### src/rtl/mem_pkg.sv
// rtl/mem_pkg.sv - shared types, sizes and lane helper for the vector memory unit
package mem_pkg;

    typedef enum logic [1:0] {
        IDLE   = 2'd0,
        ACCESS = 2'd1,
        DONE   = 2'd2
    } mem_state_t;

    localparam int LANES  = 8;
    localparam int WORD_W = 32;
    localparam int VEC_W  = LANES * WORD_W;

    // Word i of a vector; lane 0 sits in the least significant bits.
    function automatic logic [WORD_W-1:0] lane_sel(
        input logic [VEC_W-1:0]         vec,
        input logic [$clog2(LANES)-1:0] i
    );
        return vec[i*WORD_W +: WORD_W];
    endfunction

endpackage

### src/rtl/vlane_gather.sv
// rtl/vlane_gather.sv - vector register with bulk load and per-lane word write
//
// Ports:
//   clk, rst_n  clock, asynchronous active-low reset (clears the register)
//   load_all    overwrite the whole vector with load_data
//   load_data   full-width vector value
//   lane_we     write lane_data into lane lane_idx (load_all has priority)
//   lane_idx    lane selector
//   lane_data   one word
//   q           current register contents
module vlane_gather
    import mem_pkg::*;
(
    input  logic                     clk,
    input  logic                     rst_n,
    input  logic                     load_all,
    input  logic [VEC_W-1:0]         load_data,
    input  logic                     lane_we,
    input  logic [$clog2(LANES)-1:0] lane_idx,
    input  logic [WORD_W-1:0]        lane_data,
    output logic [VEC_W-1:0]         q
);

    always_ff @(posedge clk or negedge rst_n) begin
        if (!rst_n) begin
            q <= '0;
        end else if (load_all) begin
            q <= load_data;
        end else if (lane_we) begin
            q[lane_idx*WORD_W +: WORD_W] <= lane_data;
        end
    end

endmodule

### src/rtl/vector_mem_unit.sv
// rtl/vector_mem_unit.sv - memory-stage unit serializing vector/scalar loads and stores into word accesses
//
// Ports:
//   clk, rst_n            clock, asynchronous active-low reset
//   start                 request pulse, taken only while idle
//   is_store, is_vector   access kind, sampled with start
//   addr                  base byte address (low two bits ignored)
//   store_vec, store_word store data for vector / scalar stores
//   busy, done            stall while not idle; one-cycle completion pulse
//   load_vec, load_word   gathered load result (load_word = lane 0)
//   mem_req .. mem_rdata  single-word memory port with mem_ready handshake
module vector_mem_unit #(
    parameter int LANES  = 8,
    parameter int WORD_W = 32,
    parameter int ADDR_W = 32
) (
    input  logic                    clk,
    input  logic                    rst_n,
    input  logic                    start,
    input  logic                    is_store,
    input  logic                    is_vector,
    input  logic [ADDR_W-1:0]       addr,
    input  logic [LANES*WORD_W-1:0] store_vec,
    input  logic [WORD_W-1:0]       store_word,
    output logic                    busy,
    output logic                    done,
    output logic [LANES*WORD_W-1:0] load_vec,
    output logic [WORD_W-1:0]       load_word,
    output logic                    mem_req,
    output logic                    mem_we,
    output logic [ADDR_W-1:0]       mem_addr,
    output logic [WORD_W-1:0]       mem_wdata,
    input  logic                    mem_ready,
    input  logic [WORD_W-1:0]       mem_rdata
);

    import mem_pkg::*;

    localparam int IW = $clog2(LANES);

    mem_state_t              state, state_nx;
    logic [IW-1:0]           idx;
    logic                    st_r, vec_r;
    logic [ADDR_W-1:0]       base_r;
    logic                    accept, beat, last;
    logic [LANES*WORD_W-1:0] st_init, st_q, ld_q;

    assign accept  = (state == IDLE) && start;
    assign beat    = (state == ACCESS) && mem_ready;
    assign last    = vec_r ? (idx == IW'(LANES - 1)) : (idx == '0);
    // Scalar store data rides in lane 0 so the same lane path serves both kinds.
    assign st_init = is_vector ? store_vec : {{((LANES-1)*WORD_W){1'b0}}, store_word};

    always_ff @(posedge clk or negedge rst_n) begin
        if (!rst_n) begin
            state <= IDLE;
        end else begin
            state <= state_nx;
        end
    end

    always_comb begin
        state_nx = state;
        case (state)
            IDLE:    if (start) state_nx = ACCESS;
            ACCESS:  if (beat && last) state_nx = DONE;
            DONE:    state_nx = IDLE;
            default: state_nx = IDLE;
        endcase
    end

    always_ff @(posedge clk or negedge rst_n) begin
        if (!rst_n) begin
            idx    <= '0;
            st_r   <= 1'b0;
            vec_r  <= 1'b0;
            base_r <= '0;
        end else if (accept) begin
            idx    <= '0;
            st_r   <= is_store;
            vec_r  <= is_vector;
            base_r <= addr & ~ADDR_W'(3);
        end else if (beat) begin
            idx    <= idx + 1'b1;
        end
    end

    vlane_gather u_store_data (
        .clk       (clk),
        .rst_n     (rst_n),
        .load_all  (accept && is_store),
        .load_data (st_init),
        .lane_we   (1'b0),
        .lane_idx  (idx),
        .lane_data ('0),
        .q         (st_q)
    );

    // Lanes are written only by accepted load beats, so stores leave results intact.
    vlane_gather u_load_data (
        .clk       (clk),
        .rst_n     (rst_n),
        .load_all  (1'b0),
        .load_data ('0),
        .lane_we   (beat && !st_r),
        .lane_idx  (idx),
        .lane_data (mem_rdata),
        .q         (ld_q)
    );

    // Everything below decodes registered state only; start never reaches an output.
    assign busy      = (state != IDLE);
    assign done      = (state == DONE);
    assign mem_req   = (state == ACCESS);
    assign mem_we    = mem_req && st_r;
    assign mem_addr  = base_r + ADDR_W'({idx, 2'b00});
    assign mem_wdata = lane_sel(st_q, idx);
    assign load_vec  = ld_q;
    assign load_word = ld_q[WORD_W-1:0];

endmodule

### config.mk
export PLATFORM = sky130hd
export DESIGN_NAME = vector_mem_unit
export DESIGN_NICKNAME = d
export VERILOG_FILES = /design/src/rtl/mem_pkg.sv /design/src/rtl/vlane_gather.sv /design/src/rtl/vector_mem_unit.sv
export SDC_FILE = /design/constraint.sdc
export NUM_CORES = 1
export LEC_CHECK = 0
export CAP_MARGIN = 10
export CORE_AREA = 2 2 276 278
export CTS_CLUSTER_DIAMETER = 120
export DETAILED_ROUTE_END_ITERATION = 8
export DIE_AREA = 0 0 278 280
export PLACE_DENSITY = 0.59
export SLEW_MARGIN = 20
export SYNTH_ARGS = -nofsm -noshare
export SYNTH_HDL_FRONTEND = slang
export SYNTH_SLANG_ARGS = --single-unit
export TNS_END_PERCENT = 100
### constraint.sdc
create_clock -name clk -period 2.8 [get_ports clk]
set_input_delay 0.28 -clock clk [delete_from_list [all_inputs] [get_ports clk]]
set_output_delay 0.28 -clock clk [all_outputs]
set_load 0.005 [all_outputs]
# == Word level (Yosys, flattened, before mapping) ==
# Cells that the tools add are included.
# totals
reg_bits,549
input_bits,358
output_inout_bits,356
wordCells,38
# classes
n_addsub,3
eq_ne,5
shift,3
muxes,8
reduce_logical,12
# ops
cell,count
$bwmux 256,1
$mux 256,1
$shift 32x34->256 const A,1
$shiftx 256x9->32,1
$shiftx 32x34->256,1
$neg 8->34,1
$add 32x5->32,1
$logic_and 1x1->1,6
$mux 3,2
$mux 2,2
$pmux 2 s2,1
$reduce_bool 2->1,2
$add 3x1->3 const B,1
$eq 3x3->1 const B,1
$logic_not 3->1,1
$eq 2x1->1 const B,1
$eq 2x2->1 const B,1
$logic_not 2->1,1
$ne 2x1->1 const B,1
$ne 2x2->1 const B,1
$reduce_and 2->1,1
$logic_not 1->1,1
$mux 1,1

# == Longest topological paths before layout ==
# Gate-level depths: netlist of the first run.
# logic_depth
word_depth,5
ltp_mapped,12
mapped_depth_nobuf,8

# == Hierarchy ==
# A second synthesis of the first run with hierarchy kept.
# hier_totals
cells_unflattened,2895
area_unflattened_um2,30678.2
# by_module_without_submodules
module,instances,cells_each,area_each_um2,seq_area_each_um2
vlane_gather (u_load_data),1,1306,13002.5,6406.1
vlane_gather (u_store_data),1,963,11476.0,6406.1
vector_mem_unit,1,626,6199.7,925.9

# == Least setup slack after synthesis of the first run ==
# No wires, ideal clock.
# synth_timing
path_kind,reg-to-reg
startpoint,reg idx[1]
endpoint,reg u_load_data.q[10]
setup_ns,0.125
t_arrival_ns,2.798
required_time_ns,2.675
setup_slack_ns,-0.123
path_stages_with_launch,10
n_path_buf,3
synth_period_minus_slack_ns,2.923
path_cell_list,dfrtp_1 -> buf_1 -> clkbuf_1 -> inv_1 -> ha_1 -> ha_1 -> nor4b_1 -> nand4_1 -> clkbuf_1 -> mux2_2
# synth_between
elab_chain_len,3
word_cells_on_any_way,4
cone_classes,add/sub: 1; shift: 2; mux: 1
# synth_rtl
element,line,rtl
from (decl),vector_mem_unit.sv:42,logic [IW-1:0] idx;
from (signal assigned),vector_mem_unit.sv:84,idx <= idx + 1'b1;
$neg 8->34 (*),vlane_gather.sv:30,q[lane_idx*WORD_W +: WORD_W] <= lane_data;
$shiftx 32x34->256 or $shift 32x34->256 (tied branches),vlane_gather.sv:30,
$bwmux 256 (*),vlane_gather.sv:30,
to (signal assigned),vlane_gather.sv:28,q <= load_data;
"to (signal, indexed assignment)",vlane_gather.sv:30,
to (decl),vlane_gather.sv:21,output logic [VEC_W-1:0] q
# Mark *: on every way between the ends. The rest lies on a longest branch, timed or not.
# A chain may end at the register's enable or synchronous reset.

# == Worst setup path in the final report of the first run ==
# layout_timing
startpoint,reg idx[0]
endpoint,out mem_wdata[14]
# layout_between
elab_chain_len,1
# layout_rtl
element,line,rtl
$shiftx 256x9->32,mem_pkg.sv:19,return vec[i*WORD_W +: WORD_W];
to (decl),vector_mem_unit.sv:32,"output logic [WORD_W-1:0] mem_wdata,"
# Every way passes these cells.

==> metrics.md, run 1 <==
| Metric | Value |
|---|---|
| Status | `finished with violations` |
| Failing checks | `negative setup slack` |
| GRT Resource Usage Total | `23.8%` |
| Filler cells | `6,946` |
| Leading area contributor after synthesis | `dfrtp_1` |
| CTS tree | `yes` |
| Leakage | `0.0158 µW` |
| Count leader, synth | `nand2_1` |
| Antenna Violating Nets Remaining | `0` |
| CTS root buf | `clkbuf_16` |
| Final Max Tran Viols | `0` |
| Ys flop type | `dfrtp_1` |
| FF-to-FF setup slack | `-0.07 ns` |
| Area grow syn2layout | `50.9%` |
| Layout Skew | `0.0262 ns` |
| Ys Warns | `0` |
| Non-Filler Instances | `4,138` |
| Cell variety after synth | `43` |
| Grt met2 use | `43.5%` |
| Synth Instances | `2,393` |
| Nets@finish | `3,472` |
| RSZ-0062 raised after global routing | `true` |
| Hold crit path type | `input pin to register` |
| Clock buffer depth | `3` |
| Worst vdd ir | `0.000486 V` |
| Met3 Track Usage GR | `6.29%` |
| Hold depth | `3` |
| Largest net degree at the start of global routing | `95` |
| Vias per cell | `4.92` |
| Global route hottest layer | `met2` |
| Chip Width | `278 µm` |
| Rel. slew slack | `56.4%` |
| Top cells by count, synth | `nand2_1, dfrtp_1, o21ai_0, clkbuf_1, mux4_2` |
| Yosys top cell area share | `57.8%` |
| Min-Delay Endpoint | `u_store_data.q[116]` |
| Register cell area after layout | `13,700 µm²` |
| CTS sink cnt | `549` |
| Drt total wl | `95,900 µm` |
| H-tree Lvls | `2` |
| Total placed cells including tap cells | `3,938` |
| Die ar. | `77,800 µm²` |
| Hpwl dp | `68,400 µm` |
| Finish-stage setup viols | `66` |
| Final GP Congestion | `0.890` |
| CP required | `2.52 ns` |
| Mapped cell area | `23,800 µm²` |
| DRC viols | `0` |
| Crit share post-route | `105%` |
| PortBufs | `709` |
| Power Total | `34,100 µW` |
| Crit. End Element | `output port` |
| Residual overflow from global routing | `0` |
| Final hold vios | `0` |
| Critical path class | `register to output port` |
| Multi-input logic area | `9720 µm²` |
| Fmax | `339 MHz` |
| Top cells by area, synth | `dfrtp_1, nand2_1, o21ai_0` |
| Clk Latency, worst-skew pair | `0.63 ns` |
| Worst Max-Slew Pin Slew | `0.654 ns` |
| Hold_sp | `is_vector` |
| FF-to-FF Start | `idx[0]` |
| Crit start category | `register` |
| WP data arrival | `2.67 ns` |
| Power Density | `950 nW/µm²` |
| PnR worst setup slack | `-0.149 ns` |
| Crit path max fanout | `8` |
| Post-synth EDFFs | `0` |
| Via count | `20,300` |
| CTS Buf Count | `60` |
| Num ports | `714` |
| First-pass GRT wire length | `136,000 µm` |
| Async SR Flop Fraction | `100%` |
| Yosys reg bits | `549` |
| Layout cell share with drive strength beyond 1 | `17.8%` |
| DIE HEIGHT | `280 µm` |
| MaxCap Viol Count | `0` |
| Crit path time final | `2.95 ns` |
| Depth of the worst register-to-register path | `15` |
| Met1 Track Usage GR | `25.8%` |
| Pre-antenna DRT Iters | `5` |
| Rows | `101` |
| Core ar. | `75,200 µm²` |
| R2r endpoint | `u_load_data.q[142]` |
| Syn_area_per_cell | `9.93 µm²` |
| Initial core utilization | `31.6%` |
| Vias in the first global route | `20,900` |
| Wire per inst | `23.2 µm` |
| DRT iter0 DRCs | `1,283` |
| Clock Pin Slew Worst Setup and Hold Paths | `0.06 ns` |
| Initial antenna violation count | `17` |
| Seq/Total Area, Yosys | `57.8%` |
## power breakdown
part | total [µW] | internal (µW) | switching, µW | leakage (µW)
Clock | 8230 | 4880 | 3350 | 0.00101
Combinational | 13600 | 7060 | 6580 | 0.00752
Sequential | 12200 | 10500 | 1760 | 0.00730
Total | 34100 | 22400 | 11700 | 0.0158
## routing by layer
metal	routed length, µm	vias up
li1	-	9412
met1	34700	9929
met2	49700	790
met3	6710	200
met4	4560	18
met5	129	-
## worst max-delay path, cell delays in order (launching register included)
cell and delay, ns:
dfrtp_4 0.49, buf_4 0.15, buf_12 0.15, buf_12 0.14, buf_16 0.14, buf_4 0.13
buf_6 0.11, mux4_2 0.43, nand2_2 0.10, nand2_2 0.07, buf_6 0.12
## cell families (layout without fill, tap and decap cells)
kind of cell	Yosys count	count (layout)	share of synthesized area, %
AO/OA/AOI/OAI	490	490	10.5
XOR/XNOR	29	29	1.07
adder cells (fa/ha/maj)	9	9	0.505
buffers and inverters	217	977	4.20
flip-flops	549	549	57.8
multiplexers	158	158	10.3
other	1	8	0.0158
AND/OR/NAND/NOR	940	940	15.6
## worst max-delay path by stage
stage	startpoint	endpoint	cells past startpoint	slack, ns
detailed placement	idx[0]	u_load_data.q[155]	11	-0.04
finish	idx[0]	mem_wdata[14]	10	-0.15
floorplan	idx[1]	u_load_data.q[10]	9	0.007
global route	idx[0]	mem_addr[26]	11	-0.30
CTS	idx[0]	mem_addr[26]	11	-0.26
global placement	idx[0]	mem_addr[20]	10	-0.04
## registers in the layout, summed over array words and instances, names as in the netlist
signal / count
base_r: 30
idx: 3
st_r: 1
state: 2
u_load_data.q: 256
u_store_data.q: 256
vec_r: 1
## placed cells by master, fill, tap and decap left out, drive strengths merged, types with 7 or more instances in the layout
cell type,synthesis,final
mux2,61,61
nand4,8,8
nand3,15,15
inv,11,14
nand2,880,880
xnor2,24,24
buf,79,175
nor2,8,8
dlygate4sd2,0,7
mux2i,33,33
o31ai,15,15
dfrtp,549,549
o21ai,469,469
clkinv,0,12
ha,8,8
mux4,64,64
clkbuf,127,108
clkdlybuf4s50,0,647
## cell type report
cell class	instances	area share [%]
multi-input cells	1628	27.1
flip-flops and latches	549	38.3
clock inverters	23	0.869
inverters	11	0.115
diodes	6	0.0419
repair buffers	855	25.3
well taps	978	3.41
clock buffers	88	4.87
## repair_timing
item                                   in CTS  in global routing
endpoints found under the hold margin      46                  0
pin swaps                                  40                 41
gates resized for setup                   349                159
gates cloned                               15                  7
setup buffers                              49                 13
hold buffers                                1                  0
setup endpoints to repair                 126                147
## stage by stage
step | util, % | hold WS (ns) | TNS (ns) | setup slack (ns) | area [µm²]
2_1_floorplan | - | -0.0156 | 0 | 0.00745 | 23800
3_3_place_gp | 42.5 | 0.283 | -0.0384 | -0.0384 | 31900
3_5_place_dp | 42.5 | 0.289 | -0.254 | -0.0397 | 31900
4_1_cts | 47.0 | 0.129 | -4.11 | -0.261 | 35300
5_1_grt | 47.7 | 0.166 | -13.69 | -0.302 | 35900
6_report | 47.7 | 0.149 | -3.63 | -0.149 | 35900
Note: power is estimated with default switching activity, not from simulation.
==> run 2, diff against run 1 <==
--- a/config.mk
+++ b/config.mk
@@ -5,9 +5,11 @@
 export SDC_FILE = /design/constraint.sdc
 export NUM_CORES = 1
 export LEC_CHECK = 0
+export ABC_CLOCK_PERIOD_IN_PS = 2800
 export CAP_MARGIN = 10
 export CORE_AREA = 2 2 276 278
 export CTS_CLUSTER_DIAMETER = 120
+export CTS_CLUSTER_SIZE = 20
 export DETAILED_ROUTE_END_ITERATION = 8
 export DIE_AREA = 0 0 278 280
 export PLACE_DENSITY = 0.59
==> metrics.md, run 2 (synthesis gave the netlist of run 1 again) <==
| Metric | Value |
|---|---|
| Status | `finished with violations` |
| Failing checks | `negative setup slack` |
| Crit path time final | `3.00 ns` |
| Finish-stage setup viols | `56` |
| DRC viols | `0` |
| Vias in the first global route | `20,200` |
| PortBufs | `709` |
| FF-to-FF setup slack | `-0.06 ns` |
| Global route hottest layer | `met2` |
| Crit path max fanout | `3` |
| Crit share post-route | `107%` |
| DRT iter0 DRCs | `1,284` |
| Met1 Track Usage GR | `25.4%` |
| Residual overflow from global routing | `0` |
| Die ar. | `77,800 µm²` |
| CTS root buf | `clkbuf_16` |
| Area grow syn2layout | `46.7%` |
| Vias per cell | `4.95` |
| CP required | `2.52 ns` |
| Critical path class | `register to output port` |
| FF-to-FF Start | `idx[0]` |
| First-pass GRT wire length | `133,000 µm` |
| Antenna Violating Nets Remaining | `0` |
| Num ports | `714` |
| Core ar. | `75,200 µm²` |
| Post-Place Worst Slack | `-0.0397 ns` |
| Nets@finish | `3,447` |
| Hold depth | `3` |
| Rows | `101` |
| CTS Buf Count | `31` |
| Grt met2 use | `43.3%` |
| Crit. End Element | `output port` |
| Largest net degree at the start of global routing | `95` |
| H-tree Lvls | `1` |
| Leakage | `0.0153 µW` |
| Hpwl dp | `68,400 µm` |
| CTS tree | `yes` |
| Rel. slew slack | `56.5%` |
| PnR worst setup slack | `-0.203 ns` |
| Met3 Track Usage GR | `5.65%` |
| RSZ-0062 raised after global routing | `true` |
| Clk Latency, worst-skew pair | `0.64 ns` |
| Depth of the worst register-to-register path | `14` |
| Power Density | `881 nW/µm²` |
| Final hold vios | `0` |
| Fmax | `333 MHz` |
| Clock Pin Slew Worst Setup and Hold Paths | `0.09 ns` |
| Chip Width | `278 µm` |
| Final Max Tran Viols | `0` |
| Worst vdd ir | `0.000518 V` |
| Initial antenna violation count | `19` |
| Hold crit path type | `input pin to register` |
| Initial core utilization | `31.6%` |
| Via count | `20,100` |
| Hold_sp | `is_vector` |
| WP data arrival | `2.72 ns` |
| DIE HEIGHT | `280 µm` |
| Clock buffer depth | `3` |
| Min-Delay Endpoint | `u_store_data.q[116]` |
| Drt total wl | `96,700 µm` |
| MaxCap Viol Count | `0` |
| Layout cell share with drive strength beyond 1 | `17.2%` |
| Worst Max-Slew Pin Slew | `0.653 ns` |
| R2r endpoint | `u_load_data.q[134]` |
| Crit start category | `register` |
| Wire per inst | `23.8 µm` |
| Final core utilization | `46.4%` |
| Leading cell type in the layout, fill and taps excluded | `nand2_1` |
| GRT Resource Usage Total | `23.1%` |
| Sum of negative setup slack | `-2.95 ns` |
| Biggest regs | `u_load_data.q x256, u_store_data.q x256, base_r x30` |
| Pre-antenna DRT Iters | `5` |
| Most frequent cells in the layout | `nand2_1, clkdlybuf4s50_1, dfrtp_1` |
| Layout Skew | `0.0321 ns` |
| Final GP Congestion | `0.890` |
| CTS sink cnt | `549` |
## run 2: changes by cell type in the layout (fill, tap and decap cells not counted), moves of 14 or more
cell,delta
clkbuf_1,-14
o21ai_1,+32
nand2_2,+16
clkbuf_8,-14
clkbuf_16,-22
nand2_1,-18
o21ai_0,-41
## run 2: power breakdown
| group | total (µW) | leakage, µW | internal [µW] | switching [µW] |
|---|---|---|---|---|
| registers | 12200 | 0.00730 | 10400 | 1760 |
| logic | 13800 | 0.00759 | 7130 | 6680 |
| clock network | 4730 | 0.000405 | 2070 | 2670 |
| total | 30700 | 0.0153 | 19600 | 11100 |
## run 2: per-layer routing
metal	vias to the layer above	routed length [µm]
met5	-	151
met4	22	3690
li1	9322	-
met1	9860	34600
met2	775	51100
met3	155	7130
## run 2: critical path, stage by stage, from the launching register on
cell and delay (ns):
dfrtp_4 0.52, ha_4 0.29, nand3_4 0.06, and2_4 0.15, or3_4 0.37, buf_12 0.15
nor4_4 0.26, xor2_1 0.17, buf_2 0.13
## run 2: what timing repair did
item,in CTS,in global routing
setup buffers,34,24
endpoints found under the hold margin,46,0
pin swaps,44,48
setup endpoints to repair,129,200
resized for setup,326,262
gates cloned,10,25
hold buffers,1,0
## run 2: worst max path at each step
stage	start	endpoint	cells past startpoint	slack [ns]
after floorplan	idx[1]	u_load_data.q[10]	9	0.007
after global placement	idx[0]	mem_addr[20]	10	-0.04
after detailed placement	idx[0]	u_load_data.q[155]	11	-0.04
after CTS	idx[0]	mem_addr[26]	11	-0.27
after global routing	idx[0]	mem_addr[26]	11	-0.32
final	idx[1]	mem_addr[31]	8	-0.20
## run 2: stage by stage
step	total power, µW	std cells	instance area [µm²]	hold slack, ns
final	30700	4066	34900	0.152
after global routing	32600	4063	34900	0.167
after CTS	30400	4015	33800	0.112
after detailed placement	24500	3938	31900	0.289
after global placement	24200	3938	31900	0.283
after floorplan	17300	2394	23800	-0.0156
## run 2: final cells by class
class | instances | area [µm²]
antenna | 7 | 17.5
inverter | 11 | 41.3
sequential | 549 | 13700
timing repair buffer | 858 | 9180
tap | 978 | 1220
clock buffer | 31 | 776
clock inverter | 3 | 47.5
multi-input combinational | 1629 | 9850
fill | 7047 | 40300
